--- config.mk ---
export PLATFORM = sky130hd
export DESIGN_NAME = if_stage
export DESIGN_NICKNAME = d
export VERILOG_FILES = /design/src/rtl/if_stage_pkg.sv /design/src/rtl/if_stage_fifo.sv /design/src/rtl/if_stage.sv
export SDC_FILE = /design/constraint.sdc
export NUM_CORES = 1
export LEC_CHECK = 0
export CAP_MARGIN = 20
export CORE_MARGIN = 2
export CORE_UTILIZATION = 50
export DETAILED_ROUTE_END_ITERATION = 16
export PLACE_DENSITY = 0.78
export SLEW_MARGIN = 20
export SYNTH_ARGS = -nofsm -noshare
export SYNTH_HDL_FRONTEND = slang
export SYNTH_SLANG_ARGS = --single-unit
--- constraint.sdc ---
create_clock -name clk -period 2.75 [get_ports clk]
set_input_delay 0.6875 -clock clk [delete_from_list [all_inputs] [get_ports clk]]
set_output_delay 0.6875 -clock clk [all_outputs]
set_load 0.005 [all_outputs]
--- src/rtl/if_stage_pkg.sv ---
// -----------------------------------------------------------------------------
// if_stage_pkg
// Shared constants and types for the instruction-fetch stage.
//   RESET_PC_DEFAULT : default first fetch address after reset
//   INST_W           : instruction word width
//   FIFO_DEPTH       : fetch buffer depth (entries)
//   COUNT_W          : width of the buffer occupancy count (0..FIFO_DEPTH)
//   fetch_entry_t    : one buffered fetch {pc, inst, adef}
//   fetch_state_t    : fetch run/halt state (halt only used with IF_ADEF_EN)
// -----------------------------------------------------------------------------
package if_stage_pkg;

    localparam logic [31:0] RESET_PC_DEFAULT = 32'h1C00_0000;
    localparam int          INST_W           = 32;
    localparam int          FIFO_DEPTH       = 2;
    localparam int          COUNT_W          = 2;
    localparam int          PTR_W            = $clog2(FIFO_DEPTH);

    typedef struct packed {
        logic [31:0]       pc;
        logic [INST_W-1:0] inst;
        logic              adef;
    } fetch_entry_t;

    typedef enum logic {
        FETCH_RUN  = 1'b0,
        FETCH_HALT = 1'b1
    } fetch_state_t;

    // A fetch address is misaligned when it is not on a 4-byte boundary.
    function automatic logic is_misaligned(input logic [31:0] addr);
        return addr[1:0] != 2'b00;
    endfunction

endpackage

--- src/rtl/if_stage_fifo.sv ---
// -----------------------------------------------------------------------------
// if_fifo
// Two-entry fetch buffer with synchronous push/pop/flush and asynchronous
// active-low reset. Flush wins over push and pop in the same cycle.
// Ports:
//   clk, rst_n    : clock, async active-low reset
//   flush         : empty the buffer (count and pointers to 0)
//   push          : write push_entry at the tail
//   push_entry    : entry to write
//   pop           : discard the head entry
//   head_entry    : current head (valid when count != 0)
//   count         : occupancy 0..FIFO_DEPTH
// -----------------------------------------------------------------------------
module if_fifo
    import if_stage_pkg::*;
(
    input  logic               clk,
    input  logic               rst_n,
    input  logic               flush,
    input  logic               push,
    input  fetch_entry_t       push_entry,
    input  logic               pop,
    output fetch_entry_t       head_entry,
    output logic [COUNT_W-1:0] count
);

    logic [PTR_W-1:0]   wr_ptr_reg;
    logic [PTR_W-1:0]   rd_ptr_reg;
    logic [COUNT_W-1:0] count_reg;
    logic               do_push;
    logic               do_pop;

    fetch_entry_t [FIFO_DEPTH-1:0] slot_q;

    // Guard against overflow/underflow even if the caller misbehaves; a pop
    // on a full buffer frees the slot the simultaneous push writes into.
    assign do_pop  = pop  && !flush && (count_reg != '0);
    assign do_push = push && !flush &&
                     ((count_reg != COUNT_W'(FIFO_DEPTH)) || do_pop);

    generate
        for (genvar gi = 0; gi < FIFO_DEPTH; gi++) begin : g_slot
            fetch_entry_t slot_reg;

            always_ff @(posedge clk or negedge rst_n) begin
                if (!rst_n) begin
                    slot_reg <= '0;
                end else if (do_push && (wr_ptr_reg == PTR_W'(gi))) begin
                    slot_reg <= push_entry;
                end
            end

            assign slot_q[gi] = slot_reg;
        end
    endgenerate

    always_ff @(posedge clk or negedge rst_n) begin
        if (!rst_n) begin
            wr_ptr_reg <= '0;
            rd_ptr_reg <= '0;
            count_reg  <= '0;
        end else if (flush) begin
            wr_ptr_reg <= '0;
            rd_ptr_reg <= '0;
            count_reg  <= '0;
        end else begin
            if (do_push) begin
                wr_ptr_reg <= wr_ptr_reg + 1'b1;
            end
            if (do_pop) begin
                rd_ptr_reg <= rd_ptr_reg + 1'b1;
            end
            case ({do_push, do_pop})
                2'b10:   count_reg <= count_reg + 1'b1;
                2'b01:   count_reg <= count_reg - 1'b1;
                default: count_reg <= count_reg;
            endcase
        end
    end

    assign head_entry = slot_q[rd_ptr_reg];
    assign count      = count_reg;

endmodule

--- src/rtl/if_stage.sv ---
// -----------------------------------------------------------------------------
// if_stage
// Instruction fetch stage: a PC register addresses a combinational ROM, the
// returned word is buffered with its PC in a 2-entry FIFO and handed to decode
// over a valid/ready handshake. A redirect from execute flushes the buffer and
// reloads the PC.
//
// Optional feature (macro IF_ADEF_EN): misaligned-fetch detection. A redirect
// to a non-word-aligned address produces one entry flagged id_exc_adef=1 with
// id_inst=0, after which fetch halts until the next redirect. Without the
// macro, redirect targets are forced word-aligned and fetch never halts.
//
// Parameters:
//   ADDR_BITS : ROM word-address width
//   RESET_PC  : first fetch address after reset
// Ports:
//   clk, rst_n      : clock, async active-low reset
//   rom_addr        : ROM word address (pc[ADDR_BITS+1:2])
//   rom_data        : ROM instruction word, same cycle
//   redirect_valid  : load redirect_pc and flush the buffer
//   redirect_pc     : redirect target
//   id_valid/ready  : handshake to decode
//   id_inst, id_pc  : head instruction and its address
//   id_exc_adef     : fetch address error flag for the head entry
// -----------------------------------------------------------------------------
module if_stage
    import if_stage_pkg::*;
#(
    parameter int          ADDR_BITS = 20,
    parameter logic [31:0] RESET_PC  = RESET_PC_DEFAULT
) (
    input  logic                 clk,
    input  logic                 rst_n,
    output logic [ADDR_BITS-1:0] rom_addr,
    input  logic [INST_W-1:0]    rom_data,
    input  logic                 redirect_valid,
    input  logic [31:0]          redirect_pc,
    output logic                 id_valid,
    input  logic                 id_ready,
    output logic [INST_W-1:0]    id_inst,
    output logic [31:0]          id_pc,
    output logic                 id_exc_adef
);

    logic [31:0]        pc_reg;
    logic [31:0]        pc_next;
    fetch_state_t       state_reg;
    fetch_state_t       state_next;

    logic [COUNT_W-1:0] count;
    fetch_entry_t       head_entry;
    fetch_entry_t       push_entry;
    logic               handshake;
    logic               push_ok;
    logic               push;
    logic               pop;
    logic               fetch_adef;
    logic [31:0]        redirect_target;

`ifdef IF_ADEF_EN
    assign fetch_adef      = is_misaligned(pc_reg);
    assign redirect_target = redirect_pc;
`else
    assign fetch_adef      = 1'b0;
    assign redirect_target = redirect_pc & 32'hFFFF_FFFC;
`endif

    assign rom_addr  = pc_reg[ADDR_BITS+1:2];

    assign id_valid  = (count != '0);
    assign handshake = id_valid && id_ready;

    // A handshake frees a slot in the same cycle, so a full buffer can still
    // accept the next fetch and sustain one instruction per cycle.
    assign push_ok   = (count < COUNT_W'(FIFO_DEPTH)) || handshake;

    // Redirect dominates: the popped entry is discarded and nothing is pushed.
    assign pop       = handshake && !redirect_valid;
    assign push      = push_ok && !redirect_valid && (state_reg == FETCH_RUN);

    // On an address error the ROM word is meaningless, so it is replaced by 0.
    assign push_entry.pc   = pc_reg;
    assign push_entry.inst = fetch_adef ? '0 : rom_data;
    assign push_entry.adef = fetch_adef;

    always_comb begin
        pc_next    = pc_reg;
        state_next = state_reg;
        if (redirect_valid) begin
            pc_next    = redirect_target;
            state_next = FETCH_RUN;
        end else if (push) begin
            if (fetch_adef) begin
                // The faulting entry is the last one until a redirect arrives.
                state_next = FETCH_HALT;
            end else begin
                pc_next = pc_reg + 32'd4;
            end
        end
    end

    always_ff @(posedge clk or negedge rst_n) begin
        if (!rst_n) begin
            pc_reg    <= RESET_PC;
            state_reg <= FETCH_RUN;
        end else begin
            pc_reg    <= pc_next;
            state_reg <= state_next;
        end
    end

    if_fifo u_fifo (
        .clk        (clk),
        .rst_n      (rst_n),
        .flush      (redirect_valid),
        .push       (push),
        .push_entry (push_entry),
        .pop        (pop),
        .head_entry (head_entry),
        .count      (count)
    );

    assign id_inst     = head_entry.inst;
    assign id_pc       = head_entry.pc;
    // Without IF_ADEF_EN the stored flag is only ever written 0, so this
    // reduces to a constant 0; gating with id_valid keeps it 0 when empty.
    assign id_exc_adef = id_valid && head_entry.adef;

endmodule

### After elaboration in Yosys (flattened, before gate mapping)

Cells that the tools add are included.

* bits of input ports: 68
* bits in registers: 164
* logic and storage cells: 47

* $lt $le $gt $ge: 2
* bitwise logic cells: 1
* multiplexer cells: 10
* reductions and logical operators: 18
* $add $sub $neg: 5
* equal/unequal tests: 3

Operators by type and width (count)
* $mux 65: 2
* $mux 32: 2
* $add 32x3->32 const B: 1
* $logic_and 1x1->1: 10
* $reduce_bool 2->1: 4
* $mux 1: 4
* $pmux 2 s2: 1
* $reduce_bool 3->1: 1
* $add 1x1->1 const B: 2
* $add 2x1->2 const B: 1
* $eq 2x1->1 const B: 1
* $eq 2x2->1 const B: 1
* $logic_or 1x1->1: 2
* $lt 1x2->1 const B: 1
* $lt 2x2->1 const B: 1
* $mux 2: 1
* $ne 2x2->1 const B: 1
* $sub 2x1->2 const B: 1
* $logic_not 1->1: 1
* $not 1->1: 1

### Depth between registers and ports, before layout

Gate-level depths: netlist (run 1).

* depth in word-level cells: 10
* gate-level depth with buffers: 7
* mapped depth without buffers: 6

### Cells and area by module

Synthesis (run 1) repeated with hierarchy kept, for this count alone.

* cell total of the unflattened synthesis: 593
* area total of the unflattened synthesis: 7858.8 um^2

Modules (own cells, without submodules)
* if_fifo: times used 1, cells each 371, seq. area each 3353.2 um^2, area each 5950.7 um^2
* if_stage: times used 1, cells each 222, seq. area each 754.5 um^2, area each 1908.1 um^2

### Worst setup path after synthesis (run 1)

Ideal clock, no wire load.

* kind: input to register
* start: input port id_ready
* end: register pc_reg[28]
* library setup time: 0.077 ns
* slack: 0.645 ns
* data arrival time: 2.027 ns
* stages: 6
* buffers on the path: 1
* path through: nor2b_1 > clkbuf_1 > nor4_4 > nand3_4 > or4_1 > a31oi_1

* cells in the longest elaborated chain, start to end: 4

Ends and longest elaborated chain
* from (decl): line if_stage.sv:39 `input logic id_ready,`
* $logic_and 1x1->1: line if_stage.sv:71 `assign handshake = id_valid && id_ready;`
* $logic_or 1x1->1: line if_stage.sv:75 `assign push_ok = (count < COUNT_W'(FIFO_DEPTH)) || handshake;`
* $logic_and 1x1->1: line if_stage.sv:79 `assign push = push_ok && !redirect_valid && (state_reg == FETCH_RUN);`
* $reduce_bool 2->1 (no line)
* to (signal assigned): line if_stage.sv:107 `pc_reg <= pc_next;`
* to (decl): line if_stage.sv:45 `logic [31:0] pc_reg;`

Every way passes these cells.
A chain may end at the register's enable or synchronous reset.

### Final worst setup path (run 1)

* start: register u_fifo.rd_ptr_reg
* end: output port id_pc[5]

* cells in the longest elaborated chain, start to end: 2

Ends and longest elaborated chain
* from (decl): line if_stage_fifo.sv:28 `logic [PTR_W-1:0] rd_ptr_reg;`
* from (signal assigned): line if_stage_fifo.sv:71 `rd_ptr_reg <= rd_ptr_reg + 1'b1;`
* $mux 65 (implied by the code) (2 in series): line if_stage_fifo.sv:81 `assign head_entry = slot_q[rd_ptr_reg];`
* to (decl): line if_stage.sv:41 `output logic [31:0] id_pc,`

Every way passes these cells. The select of a mux whose other input is x is not followed.

==> results.cfg, run 1 <==
[critical_path]
cp-end-kind = output port
critPathRequiredTime_ns = 2.06
start_kind = register
critPathMaxStageDelay_ns = 0.46
cpMaxStageDelayCell = clkdlybuf4s50_1
path_delay_family = buffers and inverters
cp_num_buf_inv = 2
crit_chain = buf_12 -> mux2_2 -> clkdlybuf4s50_1
critPathArrivalTime_ns = 1.99
crit_fanout = 52
criticalPathCategory = register to output port

[route]
drtIter0Drc = 188
drtPass1Iterations = 4
wl_per_cell_um = 17.77
routed_via_density = 5.423
vias = 4913
drc = 0
postRouteAntennaNets = 0
totalWireLength_um = 16100

[cells_and_area]
area_delta_synth_final_pct = 29.64
nFillCells = 1054
final_common_cell = mux2_2
finalNonFillerCells = 906
drive_gt1_frac = 0.3356
final_nets = 777
largest_reg_flops = 124
final_cell_mix = mux2_2, dfrtp_1, clkdlybuf4s50_1

[timing]
fmax_mhz = 372.9
finalCriticalPeriod_ns = 2.682
hold_violations = 0
worst_slew_pin_slew_ns = 0.7714
fin_setup_tns_ns = 0
min_period_over_period = 0.9753
rsz0062_at_grt = false
maxSlewHeadroom = 0.4840
fin_worst_skew_ns = 0.004561
drv_slew = 0
finalSetupViolCount = 0

[synth]
synth_edf_count = 0
synth_seq_cells = 158
yosysWarnings = 0
synth_flop_cell = dfrtp_1
synth_area_mm2 = 0.007413
synth.avg_cell_area_um2 = 12.85
seq_area_frac_synth = 0.5338
synthCells = 577
yosys.cell_types.count = 39
async_reset_ff_frac = 1.000

[clocking]
h-tree-depth = 4
cts-root-buf = clkbuf_16
cts_tree = yes
post_cts_resized = 0
cts_buffers = 17
post_cts_buffers = 0
clkLatencyLatePin_ns = 0.42
hold_buffers = 0
clk_path_buf_depth = 2
cts.reportedPaths.clkPinSlew_ns = 0.06
clock_sinks = 158

[floorplan]
rows = 44
pin_count = 154
die_w_um = 125.8
die_h_um = 125.8
die_area_mm2 = 0.01582
start_util = 0.5101
core_area_mm2 = 0.01453

[global_route]
use_met1 = 0.2813
grt_pass1_wl_um = 27010
busiest_layer = met2
met3_usage = 0.05735
grtUsageTotal = 0.2142
gr-total-overflow = 0
met2_usage = 0.3469
grt_max_degree = 56
grt_pass1_vias = 5227
grt_antenna_before_repair = 0

[min_path]
hp-class = input pin to async pin

[pwr]
power_density_mw_per_mm2 = 771.0
switchingPower_mw = 1.826
clockPowerShare = 0.319
combPwrFrac = 0.255
swShare = 0.2464
intPower_mw = 5.584
p_leak_nw = 3.914
ir_worst_vdd_uv = 414.0
p_seq_frac = 0.426

[status]
status = finished, final reports clean

[job]
maxCapViolCount = 0

[placed_design]
gp_congestion = 0.7798
placed_cells = 873
hpwl_um = 10810
numPortBuffers = 148
## worst reg2reg max path, cell delays in order, from the launching register on
cell and delay [ns]:
dfrtp_1 0.49, and4_1 0.29, and3_1 0.47, nand4_1 0.31, or4_1 0.53, nand3_1 0.09
## metrics by stage
stage	utilization	hold slack, ns	total power [mW]	worst slack (ns)	instance area [µm²]
floorplan	-	0.3919	4.125	0.6454	7421
global placement	0.6207	0.4830	4.999	0.08355	9021
detailed placement	0.6207	0.4907	5.099	0.02438	9021
CTS	0.6611	0.2332	7.489	0.04298	9608
global route	0.6611	0.2639	7.777	0.009094	9608
finish	0.6612	0.2373	7.410	0.06800	9610
## metal layers
layer  part of all wire  vias up
li1                   -     2273
met1               0.44     2456
met2               0.48      166
met3              0.067       18
met4              0.014        0
met5                  0        -
## cells in the mapped netlist, types with 2 or more instances
library cell / n / area share
mux2_2: 187 / 0.28
dfrtp_1: 155 / 0.52
nand2_1: 42 / 0.021
buf_4: 25 / 0.025
o21ai_0: 25 / 0.017
xor2_1: 16 / 0.019
nand4_1: 14 / 0.012
nor2_1: 14 / 0.0071
buf_2: 12 / 0.0081
clkbuf_1: 12 / 0.0061
xnor2_1: 10 / 0.012
nand3_1: 7 / 0.0047
buf_1: 6 / 0.0030
and3_1: 5 / 0.0042
inv_1: 5 / 0.0025
nor3_1: 5 / 0.0034
and2_1: 3 / 0.0025
dfstp_2: 3 / 0.011
or3_1: 3 / 0.0025
a21oi_1: 2 / 0.0014
a31oi_1: 2 / 0.0017
and4_1: 2 / 0.0024
nand2b_1: 2 / 0.0017
nor2b_1: 2 / 0.0017
nor3_2: 2 / 0.0027
nor4_1: 2 / 0.0017
or4_1: 2 / 0.0020
## area by class of cell
class | count | area, µm² | share of cell area
sequential | 158 | 3959 | 0.4119
multi-input combinational | 360 | 3126 | 0.3252
timing repair buffer | 166 | 1688 | 0.1756
clock buffer | 26 | 479.2 | 0.04986
tap | 184 | 230.2 | 0.02396
clock inverter | 6 | 107.6 | 0.01120
inverter | 5 | 18.77 | 0.001953
antenna | 1 | 2.502 | 0.0002604
## kinds of logic after synthesis
kind of cell	count (synthesis)	share of synthesized area
and+or+nand+nor	108	0.07578
AOI/OAI and AO/OA	34	0.02549
buffers and inverters	61	0.04658
xor gates and xnor gates	26	0.03072
adders and majority gates	1	0.001687
muxes	188	0.2854
other	1	0.0005058
DFF	158	0.5338
## power by group through the flow
stage / Clock, mW / Combinational, mW / Sequential, mW
3_5_place_dp: 0 / 1.90 / 3.20
3_3_place_gp: 0 / 1.85 / 3.14
2_1_floorplan: 0 / 1.04 / 3.08
5_1_grt: 2.50 / 2.04 / 3.24
6_report: 2.36 / 1.89 / 3.16
4_1_cts: 2.41 / 1.92 / 3.16
## path summary, 6_finish.rpt
check | slack, ns | endpoint | depth (start not counted) | from
min | 0.24 | u_fifo.g_slot[1].slot_reg[63] | 1 | rst_n
min reg2reg | 0.50 | u_fifo.g_slot[1].slot_reg[64] | 1 | u_fifo.g_slot[1].slot_reg[64]
max | 0.07 | id_pc[5] | 3 | u_fifo.rd_ptr_reg
max reg2reg | 0.51 | pc_reg[31] | 5 | pc_reg[5]
max in group asynchronous | 1.77 | u_fifo.g_slot[1].slot_reg[5] | 2 | rst_n
min in group clk | 0.50 | u_fifo.g_slot[1].slot_reg[64] | 1 | u_fifo.g_slot[1].slot_reg[64]
Power figures use the tool's default switching activity.
==> run 2: changes to the inputs <==
Settings changed: GPL_TIMING_DRIVEN from default to 0.
==> run 2 against run 1 <==
Hold slack worse by 0.059 ns; first-iteration DRC count up 3.7%; register-to-register slack better by 0.03 ns.
==> results.cfg, run 2 (synthesis results as in run 1) <==
[floorplan]
pin_count = 154
core_area_mm2 = 0.01453
die_h_um = 125.8
die_w_um = 125.8
rows = 44
start_util = 0.5101
die_area_mm2 = 0.01582

[timing]
maxSlewHeadroom = 0.4950
worst_slew_pin_slew_ns = 0.7535
holdWs_ns = 0.1783
min_period_over_period = 0.9784
hold_violations = 0
setup_slack_ns = 0.05952
fin_worst_skew_ns = 0.006189
drv_slew = 0
finalSetupViolCount = 0
finalCriticalPeriod_ns = 2.690
fmax_mhz = 371.7

[placed_design]
numPortBuffers = 147
placed_cells = 911
hpwl_um = 11710
gp_congestion = 0.8360
dpl_worst_slack_ns = -0.3749

[pwr]
ir_worst_vdd_uv = 454.6
switchingPower_mw = 1.868
combPwrFrac = 0.259
intPower_mw = 5.641
clockPowerShare = 0.320
p_seq_frac = 0.421
power_density_mw_per_mm2 = 764.7
p_leak_nw = 4.074
swShare = 0.2488

[min_path]
hp-class = input pin to async pin

[route]
drtPass1Iterations = 4
wl_per_cell_um = 17.61
postRouteAntennaNets = 0
drtIter0Drc = 195
vias = 5003
drc = 0
routed_via_density = 5.289
totalWireLength_um = 16660

[clocking]
clkLatencyLatePin_ns = 0.42
cts-root-buf = clkbuf_16
clk_path_buf_depth = 2
cts_tree = yes
hold_buffers = 0
cts_buffers = 17
h-tree-depth = 4
clock_sinks = 158
cts.reportedPaths.clkPinSlew_ns = 0.06

[critical_path]
critPathArrivalTime_ns = 2.00
critPathMaxStageDelay_ns = 0.46
crit_fanout = 10
crit_chain = buf_4 -> clkbuf_4 -> mux2_2 -> clkdlybuf4s50_1
reg2reg_to = u_fifo.g_slot[1].slot_reg[43]
crit_path_end = id_inst[19]
ff2ff_path_depth = 6
r2r_start = u_fifo.count[1]
critical_path.startpoint = u_fifo.rd_ptr_reg
cp-end-kind = output port
start_kind = register
cpMaxStageDelayCell = clkdlybuf4s50_1
criticalPathCategory = register to output port
critPathRequiredTime_ns = 2.06
r2r_slack_ns = 0.54

[cells_and_area]
finalNonFillerCells = 946
area_delta_synth_final_pct = 32.46
final_common_cell = mux2_2
largest_reg_flops = 124
final_cell_mix = mux2_2, dfrtp_1, clkdlybuf4s50_1
nFillCells = 1054
n_antenna_cell = 0
drive_gt1_frac = 0.3622
final_nets = 818

[job]
maxCapViolCount = 0

[global_route]
grt_pass1_wl_um = 27320
gr-total-overflow = 0
grt_antenna_before_repair = 0
grt_pass1_vias = 5369
grtUsageTotal = 0.2161
grt_max_degree = 107

[status]
status = finished, final reports clean
run 2: cell count changes in the layout (fill, tap and decap cells not counted), sizes merged:
cell	delta
clkbuf	+10
clkinvlp	+2
diode	-1
buf	+27
clkinv	+2
run 2: per-stage QoR:
step	area (µm²)	TNS (ns)	utilization	power (mW)
2_1_floorplan	7421	0	-	4.125
3_3_place_gp	9123	-824.53	0.6277	5.031
3_5_place_dp	9155	-33.33	0.6299	5.131
4_1_cts	9776	-1.039	0.6726	7.562
5_1_grt	9819	-0.004819	0.6756	7.888
6_report	9819	0	0.6756	7.509
run 2: worst min path at each step:
stage,to,slack [ns],depth (start not counted)
6_report,u_fifo.g_slot[1].slot_reg[6],0.18,1
5_1_grt,u_fifo.g_slot[1].slot_reg[6],0.20,1
4_1_cts,u_fifo.g_slot[1].slot_reg[6],0.18,1
3_5_place_dp,u_fifo.g_slot[1].slot_reg[7],0.49,1
3_3_place_gp,u_fifo.g_slot[1].slot_reg[4],0.48,1
2_1_floorplan,pc_reg[10],0.39,0
run 2: worst max-delay path: cells and delay by family (launching register included):
kind	cells	cell delay, ns
muxes	1	0.36
buffers and inverters	3	0.85
DFF	1	0.37
run 2: area by class of cell:
type / count / area (µm²) / share of cell area
buffer: 55 / 349.1 / 0.03555
clock buffer: 22 / 474.2 / 0.04829
clock inverter: 10 / 136.4 / 0.01389
inverter: 5 / 18.77 / 0.001911
multi-input combinational: 360 / 3118 / 0.3175
sequential: 158 / 3959 / 0.4032
tap: 184 / 230.2 / 0.02345
timing repair buffer: 152 / 1534 / 0.1562
run 2: timing repair:
item | in CTS | in global routing
setup buffers | 0 | 4
gates resized for setup | 9 | 7
setup endpoints to repair | 62 | 51
run 2: power groups by stage:
stage | combinational, mW | sequential (mW) | clock (mW)
after floorplan | 1.04 | 3.08 | 0
after global placement | 1.89 | 3.15 | 0
after detailed placement | 1.94 | 3.19 | 0
after CTS | 1.95 | 3.16 | 2.44
after global routing | 2.09 | 3.23 | 2.56
final | 1.95 | 3.16 | 2.41
run 2: routing by layer:
| layer | wire, µm | track usage |
|---|---|---|
| met2 | 8050 | 0.3517 |
| met5 | 0 | 0 |
| met1 | 7366 | 0.2847 |
| met3 | 921 | 0.05735 |
| met4 | 325 | 0.06981 |
